`src/rtl/tlu_emulator.sv`:
```
// Transmitter end of the EUDET TLU trigger handshake: issues periodic triggers
// and shifts the trigger number out LSB-first on the DUT's TLU_CLOCK edges.
module tlu_emulator #(
  parameter int TRIGGER_BITS = 16,
  parameter int TIMEOUT      = 65535
) (
  input  logic                    BUS_CLK,
  input  logic                    BUS_RST_B,
  input  logic                    START,
  input  logic                    STOP,
  input  logic [31:0]             TRIGGER_PERIOD,
  input  logic [31:0]             TRIGGER_COUNT,
  output logic                    TLU_TRIGGER,
  input  logic                    TLU_BUSY,
  input  logic                    TLU_CLOCK,
  output logic [TRIGGER_BITS-1:0] TRIGGER_NUMBER,
  output logic                    RUNNING,
  output logic                    TIMEOUT_ERR,
  output logic [15:0]             LATE_CNT
);

  localparam int IDX_W = (TRIGGER_BITS > 1) ? $clog2(TRIGGER_BITS) : 1;
  localparam logic [IDX_W-1:0] LAST_IDX     = IDX_W'(TRIGGER_BITS - 1);
  localparam logic [31:0]      TIMEOUT_LAST = 32'(TIMEOUT - 1);

  typedef enum logic [2:0] {
    IDLE,
    WAIT_PERIOD,
    TRIG,
    SHIFT,
    RELEASE
  } state_t;

  state_t                  state_reg, state_next;
  logic [1:0]              busy_sync_reg;
  logic [2:0]              clk_sync_reg;
  logic [31:0]             period_cnt_reg, period_cnt_next;
  logic [31:0]             to_cnt_reg, to_cnt_next;
  logic [31:0]             sent_reg, sent_next;
  logic [TRIGGER_BITS-1:0] num_reg, num_next;
  logic [IDX_W-1:0]        idx_reg, idx_next;
  logic [15:0]             late_reg, late_next;
  logic                    trig_reg, trig_next;
  logic                    running_reg, running_next;
  logic                    terr_reg, terr_next;
  logic                    stop_pend_reg, stop_pend_next;
  logic                    first_reg, first_next;

  logic        busy_s;
  logic        clk_s;
  logic        clk_rise;
  logic [31:0] period_last;
  logic        expired;
  logic        handshake;
  logic        timed_out;
  logic        finish;
  logic        abort;

  assign busy_s   = busy_sync_reg[1];
  assign clk_s    = clk_sync_reg[1];
  assign clk_rise = clk_sync_reg[1] & ~clk_sync_reg[2];

  // A period of 0 behaves like 1: the counter is always expired.
  assign period_last = (TRIGGER_PERIOD == 32'd0) ? 32'd0 : TRIGGER_PERIOD - 32'd1;
  assign expired     = (period_cnt_reg >= period_last);

  assign handshake = (state_reg == TRIG) || (state_reg == SHIFT) || (state_reg == RELEASE);
  assign timed_out = handshake && (to_cnt_reg >= TIMEOUT_LAST);

  always_comb begin
    state_next     = state_reg;
    sent_next      = sent_reg;
    num_next       = num_reg;
    idx_next       = idx_reg;
    late_next      = late_reg;
    trig_next      = trig_reg;
    running_next   = running_reg;
    terr_next      = terr_reg;
    stop_pend_next = stop_pend_reg;
    first_next     = first_reg;
    finish         = 1'b0;
    abort          = 1'b0;

    if (!running_reg)
      period_cnt_next = 32'd0;
    else if (period_cnt_reg == 32'hFFFF_FFFF)
      period_cnt_next = period_cnt_reg;
    else
      period_cnt_next = period_cnt_reg + 32'd1;

    to_cnt_next = handshake ? to_cnt_reg + 32'd1 : 32'd0;

    case (state_reg)
      IDLE: begin
        if (START) begin
          state_next     = WAIT_PERIOD;
          running_next   = 1'b1;
          terr_next      = 1'b0;
          late_next      = 16'd0;
          sent_next      = 32'd0;
          stop_pend_next = 1'b0;
          first_next     = 1'b1;
        end
      end

      WAIT_PERIOD: begin
        if (STOP) begin
          state_next   = IDLE;
          running_next = 1'b0;
        end else if (expired || first_reg) begin
          state_next      = TRIG;
          trig_next       = 1'b1;
          to_cnt_next     = 32'd0;
          period_cnt_next = 32'd0;
          first_next      = 1'b0;
        end
      end

      TRIG: begin
        stop_pend_next = stop_pend_reg | STOP;
        if (busy_s) begin
          state_next  = SHIFT;
          trig_next   = 1'b0;
          idx_next    = '0;
          to_cnt_next = 32'd0;
        end else if (timed_out) begin
          finish = 1'b1;
          abort  = 1'b1;
        end
      end

      SHIFT: begin
        stop_pend_next = stop_pend_reg | STOP;
        if (clk_rise) begin
          trig_next   = num_reg[idx_reg];
          idx_next    = idx_reg + IDX_W'(1);
          to_cnt_next = 32'd0;
          if (idx_reg == LAST_IDX)
            state_next = RELEASE;
        end else if (timed_out) begin
          finish = 1'b1;
          abort  = 1'b1;
        end
      end

      RELEASE: begin
        stop_pend_next = stop_pend_reg | STOP;
        // Keep the last bit up until the DUT drops its clock, so it can sample it.
        if (!clk_s)
          trig_next = 1'b0;
        if (!busy_s) begin
          finish = 1'b1;
        end else if (timed_out) begin
          finish = 1'b1;
          abort  = 1'b1;
        end
      end

      default: begin
        state_next   = IDLE;
        running_next = 1'b0;
        trig_next    = 1'b0;
      end
    endcase

    // A completed or aborted handshake both consume a trigger number.
    if (finish) begin
      trig_next   = 1'b0;
      to_cnt_next = 32'd0;
      num_next    = num_reg + TRIGGER_BITS'(1);
      sent_next   = sent_reg + 32'd1;
      if (abort)
        terr_next = 1'b1;
      if (((TRIGGER_COUNT != 32'd0) && (sent_next == TRIGGER_COUNT)) || stop_pend_next) begin
        state_next     = IDLE;
        running_next   = 1'b0;
        stop_pend_next = 1'b0;
      end else begin
        state_next = WAIT_PERIOD;
        if (expired && (late_reg != 16'hFFFF))
          late_next = late_reg + 16'd1;
      end
    end
  end

  always_ff @(posedge BUS_CLK or negedge BUS_RST_B) begin
    if (!BUS_RST_B) begin
      state_reg      <= IDLE;
      busy_sync_reg  <= 2'b00;
      clk_sync_reg   <= 3'b000;
      period_cnt_reg <= 32'd0;
      to_cnt_reg     <= 32'd0;
      sent_reg       <= 32'd0;
      num_reg        <= '0;
      idx_reg        <= '0;
      late_reg       <= 16'd0;
      trig_reg       <= 1'b0;
      running_reg    <= 1'b0;
      terr_reg       <= 1'b0;
      stop_pend_reg  <= 1'b0;
      first_reg      <= 1'b0;
    end else begin
      state_reg      <= state_next;
      busy_sync_reg  <= {busy_sync_reg[0], TLU_BUSY};
      clk_sync_reg   <= {clk_sync_reg[1:0], TLU_CLOCK};
      period_cnt_reg <= period_cnt_next;
      to_cnt_reg     <= to_cnt_next;
      sent_reg       <= sent_next;
      num_reg        <= num_next;
      idx_reg        <= idx_next;
      late_reg       <= late_next;
      trig_reg       <= trig_next;
      running_reg    <= running_next;
      terr_reg       <= terr_next;
      stop_pend_reg  <= stop_pend_next;
      first_reg      <= first_next;
    end
  end

  assign TLU_TRIGGER    = trig_reg;
  assign TRIGGER_NUMBER = num_reg;
  assign RUNNING        = running_reg;
  assign TIMEOUT_ERR    = terr_reg;
  assign LATE_CNT       = late_reg;

endmodule

```
`config.mk`:
```
export PLATFORM = sky130hd
export DESIGN_NAME = tlu_emulator
export DESIGN_NICKNAME = d
export VERILOG_FILES = /design/src/rtl/tlu_emulator.sv
export SDC_FILE = /design/constraint.sdc
export NUM_CORES = 1
export LEC_CHECK = 0
export CORE_MARGIN = 4
export CORE_UTILIZATION = 58
export DETAILED_ROUTE_END_ITERATION = 8
export PLACE_DENSITY = 0.87
export RECOVER_POWER = 25
export SLEW_MARGIN = 10
export SYNTH_ARGS = -nofsm -noshare
export SYNTH_HDL_FRONTEND = slang
export SYNTH_SLANG_ARGS = --single-unit
```
`constraint.sdc`:
```
create_clock -name BUS_CLK -period 4.7 [get_ports BUS_CLK]
set_clock_uncertainty 0.2 [all_clocks]
set_input_delay 0.94 -clock BUS_CLK [delete_from_list [all_inputs] [get_ports BUS_CLK]]
set_output_delay 0.94 -clock BUS_CLK [all_outputs]
set_load 0.02 [all_outputs]
```
# Word level (Yosys, flattened, before mapping)
# Index checks and enable logic that the tools add are counted.
[totals]
n_memories = 0
output_inout_bits = 35
input_bits = 70
ff_bits = 145
mem_bits_rw = 0
latchBits = 0
romBits = 0
[classes]
mux = 66
n_div = 0
add_sub_neg = 7
reduce_logical = 20
eq_ne = 23
order_cmp = 3
n_bitwise = 3
shift = 0
multipliers = 0
[op_table]
columns = ["operator", "count"]
rows = [
  ["$mux W32", 15],
  ["$add A32 B1 Y32 const B", 3],
  ["$pmux W32 S3", 1],
  ["$mux W16", 5],
  ["$add A16 B1 Y16 const B", 2],
  ["$eq A32 B32 Y1", 1],
  ["$eq A32 B32 Y1 const B", 1],
  ["$ge A32 B16 Y1 const B", 1],
  ["$ge A32 B32 Y1", 1],
  ["$logic_not A32 Y1", 1],
  ["$reduce_bool A32 Y1", 1],
  ["$sub A32 B1 Y32 const B", 1],
  ["$mux W1", 27],
  ["$mux W3", 7],
  ["$ne A3 B3 Y1 const B", 6],
  ["$ne A16 B16 Y1 const B", 1],
  ["$pmux W3 S5", 1],
  ["$ne A2 B2 Y1 const B", 7],
  ["$reduce_and A6 Y1", 2],
  ["$pmux W1 S3", 3],
  ["$mux W4", 2],
  ["$pmux W4 S2", 1],
  ["$reduce_bool A2 Y1", 4],
  ["$eq A3 B2 Y1 const B", 2],
  ["other kinds (20)", 26],
]

# Longest topological paths before layout
[logic_depth]
depth_word = 9
mapped_depth = 20
depth_no_buf = 18

# Worst setup path before layout
# OpenSTA, ideal clock, no wires.
[synth_path]
kind = "input to register"
from = "input port TRIGGER_PERIOD[15]"
to = "register late_reg[10] (netlist: LATE_CNT[10])"
required_ns = 4.374
path_slack_ns = -0.605
path_stages = 20
t_arrival_ns = 4.979
cell_sequence = "or4_1 or3_1 nor4_1 nand3_1 nor2_1 nand4_1 clkbuf_1 nand2_1 ha_1 a21o_1 a21o_1 a211oi_1 o21ai_0 a21oi_1 o21ai_0 o211a_1 and2_1 buf_6 buf_8 a221o_1"
[synth_via]
elab_chain_cells = 7
[synth_rtl]
columns = ["element", "line", "source"]
rows = [
  ["start, declared", "11", "input logic [31:0] TRIGGER_PERIOD,"],
  ["$sub A32 B1 Y32 / $logic_not A32 Y1 (equally long branches)", "64", "assign period_last = (TRIGGER_PERIOD == 32'd0) ? 32'd0 : TRIGGER_PERIOD - 32'd1;"],
  ["$mux W32 *", "64", ""],
  ["$ge A32 B32 Y1 *", "65", "assign expired = (period_cnt_reg >= period_last);"],
  ["$logic_and A1 B1 Y1 *", "180", "if (expired && (late_reg != 16'hFFFF))"],
  ["$mux W16 *", "180", ""],
  ["$mux W16 *", "174", "if (((TRIGGER_COUNT != 32'd0) && (sent_next == TRIGGER_COUNT)) || stop_pend_next) begin"],
  ["$mux W16 *", "167", "if (finish) begin"],
  ["named net late_next[10]", "42", "logic [15:0] late_reg, late_next;"],
  ["end signal, assigned", "211", "late_reg <= late_next;"],
  ["end, declared", "42", ""],
]
# Mark *: on every way through the listed nets, which the timed path passes. The rest lies on a longest branch.
# A chain may end at the register's enable or synchronous reset.

# Worst setup path after layout
[layout_path]
from = "input port TRIGGER_PERIOD[12]"
to = "register late_reg[12] (netlist: LATE_CNT[12])"
# Same word-level chain as after synthesis.

==> run summary <==
Seq. cell area -> 0.003628 mm2
detailed-route DRC error count -> 0
#FFs+latches synth -> 145
row cnt -> 46
synthesized area -> 0.009620 mm2
total grt overflow -> 0
Longest Clk Path Bufs -> 2
area leader, netlist -> dfrtp_1
Via density -> 6.098
DR vias -> 8,939
wire length on met3 -> 1734 um
crit path DAT -> 4.91 ns
Max-slew headroom -> -0.6962
cell count after synthesis -> 1,074
Setup TNS -> -0.8128 ns
Boundary Pins -> 105
Die Y -> 136.8 um
area used by multi-input combinational logic -> 0.006098 mm2
CP max-delay cell -> or4_4
Worst Setup End Kind -> register
status -> complete, but fails checks
Post-Place Cells -> 1,419
synth cell count leaders -> dfrtp_1, nor2_1, nand2_1
Post-Route WL -> 25,380 um
Die X -> 136.8 um
Worst Path Required -> 4.80 ns
synth warn -> 0
H-tree Lvls -> 4
DR pass1 iterations -> 6
M1 WL -> 10,720 um
CORE AREA -> 0.01606 mm2
pins over their slew limit -> 104
critical path startpoint -> TRIGGER_PERIOD[12]
diodes inserted -> 0
first-pass GRT wire length -> 41,830 um
CP startpoint kind -> input pin
P_leak -> 5.373 nW
Peak VDD IR -> 0.3304 mV
First DRT Iteration DRCs -> 921
most used cell, CP -> buf_6
worst stage delay on the critical path -> 0.54 ns
overall power -> 4.017 mW
TritonCTS clock tree -> built
PnR worst setup slack -> -0.1090 ns
Detailed Place HPWL -> 16,830 um
vias in the first global route -> 8,887
highest metal used -> met4
Placer Congestion -> 0.9476
main flop type after synthesis -> dfrtp_1
metal2 WL -> 12,130 um
max_cap viols -> 1
total track usage -> 0.2762
largest net degree at the start of global routing -> 104
fin cells -> 1,466
post-synth cell types -> 70
Initial Utilization -> 0.5991
die area -> 0.01871 mm2
critical-path maximum fanout -> 7
PD cells -> 326.8 mW/mm2
number of fill cells in the layout -> 999
final net count -> 1,348
number of synthesized flops with an enable pin -> 0
initial antenna violation count -> 0
CTS Buf Count -> 17
post-layout min period -> 4.809 ns
Reg clk slew, reported paths -> 0.06 ns
fmax -> 207.9 MHz
reg2reg start -> sent_reg[4]
Seq/Total Area, Yosys -> 0.3772
asr flop ratio synth -> 1.000
failing checks -> capacitance limit, slew limit, setup timing
Hold Path Origin -> busy_sync_reg[0]
syn avg cell area -> 8.958 um2
Final ANT Viol Nets -> 0
Sink Count -> 145
routed len/inst -> 17.31 um
dominant cells by area after synthesis -> dfrtp_1, xor2_1, xnor2_1
Final Core Density -> 0.7654
fraction of layout cells with a size suffix above 1 -> 0.1504
measured slew at the worst slew-check pin -> 2.544 ns
Port Buf Inserts -> 104
Hold Buf Count CTS -> 0
Root Buffer -> clkbuf_16
top-count cell post-synth -> dfrtp_1
post-route clock period utilization -> 1.023
top cell type's share of synthesized area -> 0.3772
RSZ-0062 raised after global routing -> true
Min-Delay Path Class -> reg -> reg
Critical Path, Cell by Cell -> buf_6 -> or4_4 -> or3_4 -> nor4_4 -> buf_4 -> and3_4 -> nand2_1 -> xnor2_1 -> nand2_1 -> ha_4 -> nand4_1 -> nor3_2 -> nand3_1 -> o21ai_4 -> o211a_4 -> buf_6 -> a21oi_4 -> buf_6 -> a221o_1
hold slack -> 0.1602 ns
Final Hold Viols -> 0
worst setup path class -> in -> reg
Clock Latency Late Sink -> 0.43 ns
Area Overhead vs Synth -> 27.75%
count of final setup violators -> 11
## worst max-delay path: cells and delay by family
| kind | cells | cell delay, ns |
|---|---|---|
| simple gates | 9 | 2.05 |
| buf+inv | 4 | 0.56 |
| fa+ha+maj | 1 | 0.28 |
| xor+xnor | 1 | 0.20 |
| compound gates | 4 | 0.87 |
## final cells by class
class                   instances  area share
repair buffers                179      0.1335
inverters                      20    0.006108
multi-input cells             874      0.4962
flip-flops and latches        145      0.2952
clock buffers                  19     0.03604
well taps                     216     0.02199
clock inverters                13     0.01099
## cells in the final DEF, fill, tap and decap left out, types with 9 or more instances in the layout
cell type,n
a21o_1,12
a21oi_1,18
a221o_1,10
a31oi_1,10
and2_1,16
and3_1,24
and4_1,9
buf_4,65
buf_6,11
clkbuf_16,17
clkdlybuf4s50_1,96
conb_1,15
dfrtp_1,145
ha_1,34
inv_1,19
nand2_1,99
nand2b_1,12
nand3_1,53
nand4_1,32
nor2_1,119
nor2b_1,17
nor3_1,32
nor4_1,19
o21ai_0,54
o31ai_1,16
xnor2_1,65
xor2_1,68
## through the flow
stage          instance area, um2  setup WS (ns)
3_3_place_gp                11320        -0.8520
5_1_grt                     12290        -0.2805
6_report                    12290        -0.1090
4_1_cts                     12100        -0.1125
3_5_place_dp                11320         -1.065
2_1_floorplan                9791        -0.2679
## what timing repair did
action                     in CTS  in global routing
gates cloned                    4                  1
pin swaps                      40                 27
setup endpoints to repair      51                 51
buffers inserted                5                  5
gates resized for setup        55                 33
## power breakdown
group	switching, mW	internal (mW)	total (mW)	leakage, nW
registers	0.166	1.35	1.51	1.94
clock network	0.534	0.794	1.33	0.283
logic	0.691	0.485	1.18	3.15
## layer usage
metal  up-vias  global-route usage
met5         -                   0
met4         0              0.1147
met3        82             0.05110
met2       423              0.4491
met1      4272              0.3654
li1       4162                   -
## cell families after synthesis
logic type,Yosys count,share of synthesized area
flops,145,0.3772
other cells,1,0.0003898
simple gates,485,0.2614
compound gates,184,0.1314
fa+ha+maj,41,0.05332
xor+xnor,135,0.1229
mux,13,0.02055
buf+inv,70,0.03290
## worst paths after layout
path	cells after the start	end	slack, ns
min in group asynchronous	1	TRIGGER_NUMBER[5]	1.07
max in group asynchronous	1	sent_reg[14]	1.72
max reg2reg	10	LATE_CNT[12]	0.60
min reg2reg	0	busy_sync_reg[1]	0.16
min	0	busy_sync_reg[1]	0.16
max	19	LATE_CNT[12]	-0.11
(Power assumes the default switching activity.)
==> patch 1 (same flow settings) <==
Reset style: synchronous (`BUS_RST_B`), changed in one clocked block.
--- a/src/rtl/tlu_emulator.sv
+++ b/src/rtl/tlu_emulator.sv
@@ -183,7 +183,7 @@
     end
   end
 
-  always_ff @(posedge BUS_CLK or negedge BUS_RST_B) begin
+  always_ff @(posedge BUS_CLK) begin
     if (!BUS_RST_B) begin
       state_reg      <= IDLE;
       busy_sync_reg  <= 2'b00;
Check against the original RTL: differs if BUS_RST_B is asserted again (counterexample within 4 cycles, from zero or initial values and one cycle with BUS_RST_B low); with BUS_RST_B held inactive, the same outputs for 10 cycles.
==> patch 1 against the original RTL <==
  * The flow finishes with violations (negative setup slack)
  * Cell count grew 6.4%
  * Die area shrank 5.1%
  * Core utilization grew 3.9 points
  * Sequential cell count is the same
  * Routed wire length grew 23%
  * Final area shrank 0.12%
  * Synthesized area shrank 5.4%
  * Worst setup slack lost 710 ps
  * Global-route usage grew 2.6 points
  * Critical path type unchanged
  * Largest cell class unchanged
Power is not compared: it rests on default switching activity, and its combinational part moved more than twofold at a synthesized area within 25%.
==> patch 1: results (changes against the original RTL) <==
STA:
- The setup TNS came to -26810 ps (-26000 ps).
- The number of endpoints failing setup at the final stage is 51 (+40).
- The worst slack on hold paths is 249 ps (+88.6 ps).
- The worst-case setup margin in the final layout came to -820 ps (-711 ps).
- The remaining max-slew budget at the tightest pin is 42.5% (+110 points).

Placement:
- The detailed placement HPWL is 17.3 mm (+3.1%).
- The number of placed instances, taps included was 1499 (+5.6%).
- The post-detailed-placement cell area came to 0.0108 sq mm (-4.6%).
- The worst slack after detailed placement is -1350 ps (-289 ps).

Hold path:
- The number of cells traversed by the worst hold path is 1 (+1).
- The capture endpoint of the worst hold path is clk_sync_reg[1]$_SDFF_PN0_.
- The tightest min-delay check is of the reg -> reg type.
- The startpoint of the worst hold path is clk_sync_reg[0]$_SDFF_PN0_.

Logic synthesis:
- The number of cells produced by synthesis came to 1149 (+7.0%).
- The fraction of synthesis flops using an asynchronous set or reset pin came to 0% (-100 points).
- The part of the Yosys area used for sequential elements was 31.9% (-5.8 points).
- Ranked by instance count, the synthesized netlist is headed by sky130_fd_sc_hd__dfxtp_1, sky130_fd_sc_hd__nor2_1, sky130_fd_sc_hd__nand2_1, sky130_fd_sc_hd__xor2_1, sky130_fd_sc_hd__a21oi_1.
- After synthesis, the cell types taking the most area are sky130_fd_sc_hd__dfxtp_1, sky130_fd_sc_hd__xor2_1, sky130_fd_sc_hd__nor2_1.
- The flip-flop cell with the highest count after synthesis is sky130_fd_sc_hd__dfxtp_1.

Global route:
- The overall fraction of global-route tracks in use is 30.2% (+2.6 points).
- The number of global-route vias before repair is 9252 (+4.1%).
- The pin count of the biggest net entering global routing is 49 (-53%).
- The global-route wire length before repair is 44.8 mm (+7.1%).

Detailed routing:
- The detailed-routed wire length on met2 was 14.7 mm (+22%).
- The total met3 wirelength after detailed routing is 2.84 mm (+64%).
- The post-route met1 wirelength is 11.9 mm (+11%).
- The total number of vias is 10.0k (+12%).
- The highest metal layer with signal wires is met4.
- The number of design-rule violations left by the first detailed-router iteration is 1147 (+25%).
- The average wire per cell in the routed design is 20.0 um (+16%).

Final layout:
- The count of placed standard cells in the final layout, fillers left out is 1560 (+6.4%).
- The multi-input gate share of the layout cell area is 53.2% (+3.6 points).
- The net count reported at finish is 1447 (+7.3%).
- The clock buffer and inverter area fraction after layout is 4.82% (+0.12 points).
- The proportion of layout cells with a drive suffix above 1 is 18.4% (+3.3 points).
- The register share of the cell area is 23.6% (-5.9 points).
- The total of fill cells in the finished design is 900 (-9.9%).
- The number of inverters outside the clock class in the layout is 27 (+35%).

Clock tree:
- The CTS H-tree depth is 4 (unchanged).

Setup path:
- The worst-case reg-to-reg path depth was 11 (+1).
- The worst flop-to-flop path endpoint is LATE_CNT[10]$_SDFF_PN0_.
- The worst reg2reg path startpoint is sent_reg[0]$_SDFFE_PN0P_.
- The last element of the critical path is LATE_CNT[15]$_SDFF_PN0_.
- In this run the worst setup path begins at TRIGGER_PERIOD[8].
- The internal reg-to-reg setup slack was 510 ps (-90 ps).

Floorplanning:
- The number of tap instances is 211 (-2.3%).

Run status:
- The final reports fail on negative setup slack.
- The run finished, with violations left.
==> patch 1: cell types whose count changed after synthesis, sizes merged, moves of 15 or more <==
cell   unedited run  this run
nand2           105       120
nor2            122       138
or3               4        36
xnor2            65        48
dfxtp             0       145
a21oi            25        62
dfrtp           145         0
==> patch 1: timing repair <==
| action | in CTS | in global routing |
|---|---|---|
| hold buffers | 0 | 0 |
| setup buffers | 12 | 14 |
| gates cloned | 4 | 1 |
| endpoints found under the setup margin | 51 | 51 |
| pin swaps | 50 | 35 |
| resized for setup | 72 | 110 |
==> patch 1: metal layers <==
| metal | GRT usage (%) | vias up |
|---|---|---|
| li1 | - | 4495 |
| met1 | 37.5 | 4639 |
| met2 | 50.8 | 709 |
| met3 | 7.02 | 198 |
| met4 | 12.2 | 0 |
| met5 | 0 | - |
==> patch 1: cells by family after synthesis <==
family / after synthesis / share of synthesized area, %
adder cells (fa/ha/maj): 41 / 5.64
buffers and inverters: 79 / 3.63
XOR/XNOR: 122 / 11.7
flip-flops: 145 / 31.9
multiplexers: 8 / 1.57
AO/OA/AOI/OAI: 204 / 14.2
other: 1 / 0.0412
AND/OR/NAND/NOR: 549 / 31.3
==> patch 1: power groups by stage <==
stage / Combinational [mW] / Sequential (mW) / Clock, mW
after floorplan: 0.153 / 1.28 / 0
after global placement: 0.302 / 1.29 / 0
after detailed placement: 0.309 / 1.29 / 0
after CTS: 0.333 / 1.26 / 1.37
after global routing: 0.409 / 1.26 / 1.44
final: 0.385 / 1.26 / 1.38
==> patch 1: worst max-delay path, delay by kind of cell <==
| family | cells | cell delay [ps] |
|---|---|---|
| AOI/OAI and AO/OA | 4 | 640 |
| xor gates and xnor gates | 1 | 180 |
| adders and majority gates | 1 | 280 |
| buffers and inverters | 3 | 390 |
| and+or+nand+nor | 10 | 3230 |
==> patch 2 (same settings) <==
Without the edit above. The parameter `TRIGGER_BITS` goes from 16 to 8.
--- a/src/rtl/tlu_emulator.sv
+++ b/src/rtl/tlu_emulator.sv
@@ -1,7 +1,7 @@
 // Transmitter end of the EUDET TLU trigger handshake: issues periodic triggers
 // and shifts the trigger number out LSB-first on the DUT's TLU_CLOCK edges.
 module tlu_emulator #(
-  parameter int TRIGGER_BITS = 16,
+  parameter int TRIGGER_BITS = 8,
   parameter int TIMEOUT      = 65535
 ) (
   input  logic                    BUS_CLK,
Interface: changed (resized TRIGGER_NUMBER); port bits go from 105 to 97. No check against the original RTL was run, so the function may have changed too.
==> patch 2 against the original RTL <==
  * The flow still finishes with violations (max-capacitance violations, max-slew violations, negative setup slack)
  * Critical path depth grew 1
  * Hold slack worse by 7.3 ps
  * Final area is 4.3% lower
  * Total power up 2.0%
  * Routed wire length is 3.9% higher
  * Die area fell by 5.1%
  * Sequential cell count down 9
  * Combinational power up 10%
  * Synthesized area fell by 5.4%
  * Clock power hardly changed
  * Register-to-register slack improved by 60 ps
  * Worst setup slack got worse by 270 ps
  * Critical endpoint is now period_cnt_reg[5]$_DFF_PN0_
==> patch 2: results (changes against the original RTL) <==
Run status:
- The flow ran to the end, but the final reports show violations.
- The final reports fail on max-capacitance violations, max-slew violations, negative setup slack.

Setup path:
- The startpoint identified for the worst register-to-register timing path is sent_reg[0]$_DFFE_PN0P_.
- The internal reg-to-reg setup slack was 660 ps (+60 ps).
- The most critical setup path has its endpoint at period_cnt_reg[5]$_DFF_PN0_.
- The critical path starts at TRIGGER_PERIOD[4].
- The data arrival time of the critical path was 5200 ps (+290 ps).
- The maximum fanout count along the critical path was 16 (+9).

Global route:
- The pin count of the biggest net entering global routing is 101 (-2.9%).
- The met1 routing resource usage after global routing is 35.3% (-1.2 points).
- The global-route wire length before repair was 40.5 mm (-3.3%).
- The met3 track demand over resource in global routing came to 5.29% (+0.18 points).
- The met2 demand-to-capacity share in global routing is 47.2% (+2.3 points).
- The overall fraction of global-route tracks in use came to 27.9% (+0.25 points).

Detailed routing:
- The number of design-rule violations left by the first detailed-router iteration is 978 (+6.2%).
- The routed wire length was 26.4 mm (+3.9%).
- The detail-routed via count per cell is 6.17 (+1.2%).
- The total iterations of the first detailed-routing run is 7 (+1).

Pwr:
- The static leakage is 5.08 nW (-5.5%).
- The largest vdd supply drop is 0.328 mV (-0.64%).
- The ratio of total power to cell area is 348 mW/mm^2 (+6.6%).

STA:
- The worst-case setup margin in the final layout is -375 ps (-266 ps).
- The total count of max-transition violations in the final report is 101 (-2.9%).
- The slew at the pin closest to its max-slew limit is 2450 ps (-95.7 ps).
- The number of endpoints failing setup at the final stage is 51 (+40).

Hold path:
- The capture endpoint of the worst hold path is clk_sync_reg[1]$_DFF_PN0_.
- The startpoint of the worst hold path is clk_sync_reg[0]$_DFF_PN0_.

Logic synthesis:
- By area the synthesized netlist is led by sky130_fd_sc_hd__dfrtp_1, sky130_fd_sc_hd__xnor2_1, sky130_fd_sc_hd__ha_1.
- The part of the Yosys area used for sequential elements was 37.4% (-0.33 points).

Final layout:
- The proportion of layout cells with a drive suffix above 1 is 16.2% (+1.2 points).
- The net count reported at finish is 1331 (-1.3%).

Placement:
- The final estimated routing congestion in global placement is 0.969 (+2.3%).
- The post-detailed-placement cell area came to 0.0107 sq mm (-5.1%).

Flow run:
- The total of max-cap violations was 1 (unchanged).
[patch 2: changes by cell type after synthesis, sizes merged, moves of 7 or more]
cell / unedited run / this run
nand4: 35 / 42
xor2: 70 / 60
o21ai: 62 / 74
inv: 20 / 32
nor2b: 17 / 7
and4b: 8 / 1
o211ai: 4 / 18
nor2: 122 / 134
nor3: 36 / 20
nand2b: 13 / 5
a221o: 10 / 0
dfrtp: 145 / 136
nand3: 57 / 45
[patch 2: area by class of cell]
cell class              count  area share (%)
clock inverters            15            1.35
multi-input cells         854            49.2
repair buffers            178            13.6
well taps                 211            2.25
clock buffers              17            3.62
inverters                  32            1.02
flip-flops and latches    136            28.9
[patch 2: per-layer routing]
layer | wire length (um) | share of wire, %
met1 | 10600 | 40
met2 | 12800 | 49
met3 | 1940 | 7.4
met4 | 1030 | 3.9
met5 | 0 | 0
[patch 2: report_power, final]
part	internal, mW	switching, mW	leakage (nW)
Clock	0.750	0.581	0.288
Combinational	0.525	0.777	2.97
Sequential	1.28	0.187	1.83
Total	2.55	1.55	5.08
[patch 2: per-stage QoR]
stage	cells	TNS [ps]	setup WS [ps]	hold WS, ps	power, mW
finish	1443	-15510	-375	153	4.10
global route	1443	-21410	-507	172	4.29
CTS	1436	-3970	-176	151	4.07
detailed placement	1391	-45030	-921	137	2.64
global placement	1391	-39300	-817	135	2.60
floorplan	1067	-10680	-272	131	2.20
[patch 2: kinds of logic (layout without fill, tap and decap cells)]
group	after synthesis	in the layout	share of synthesized area [%]
other cells	1	15	0.0412
mux	12	12	1.64
xor+xnor	128	128	12.3
simple gates	458	459	25.2
fa+ha+maj	43	43	5.88
buf+inv	78	242	3.62
flops	136	136	37.4
compound gates	197	197	13.9
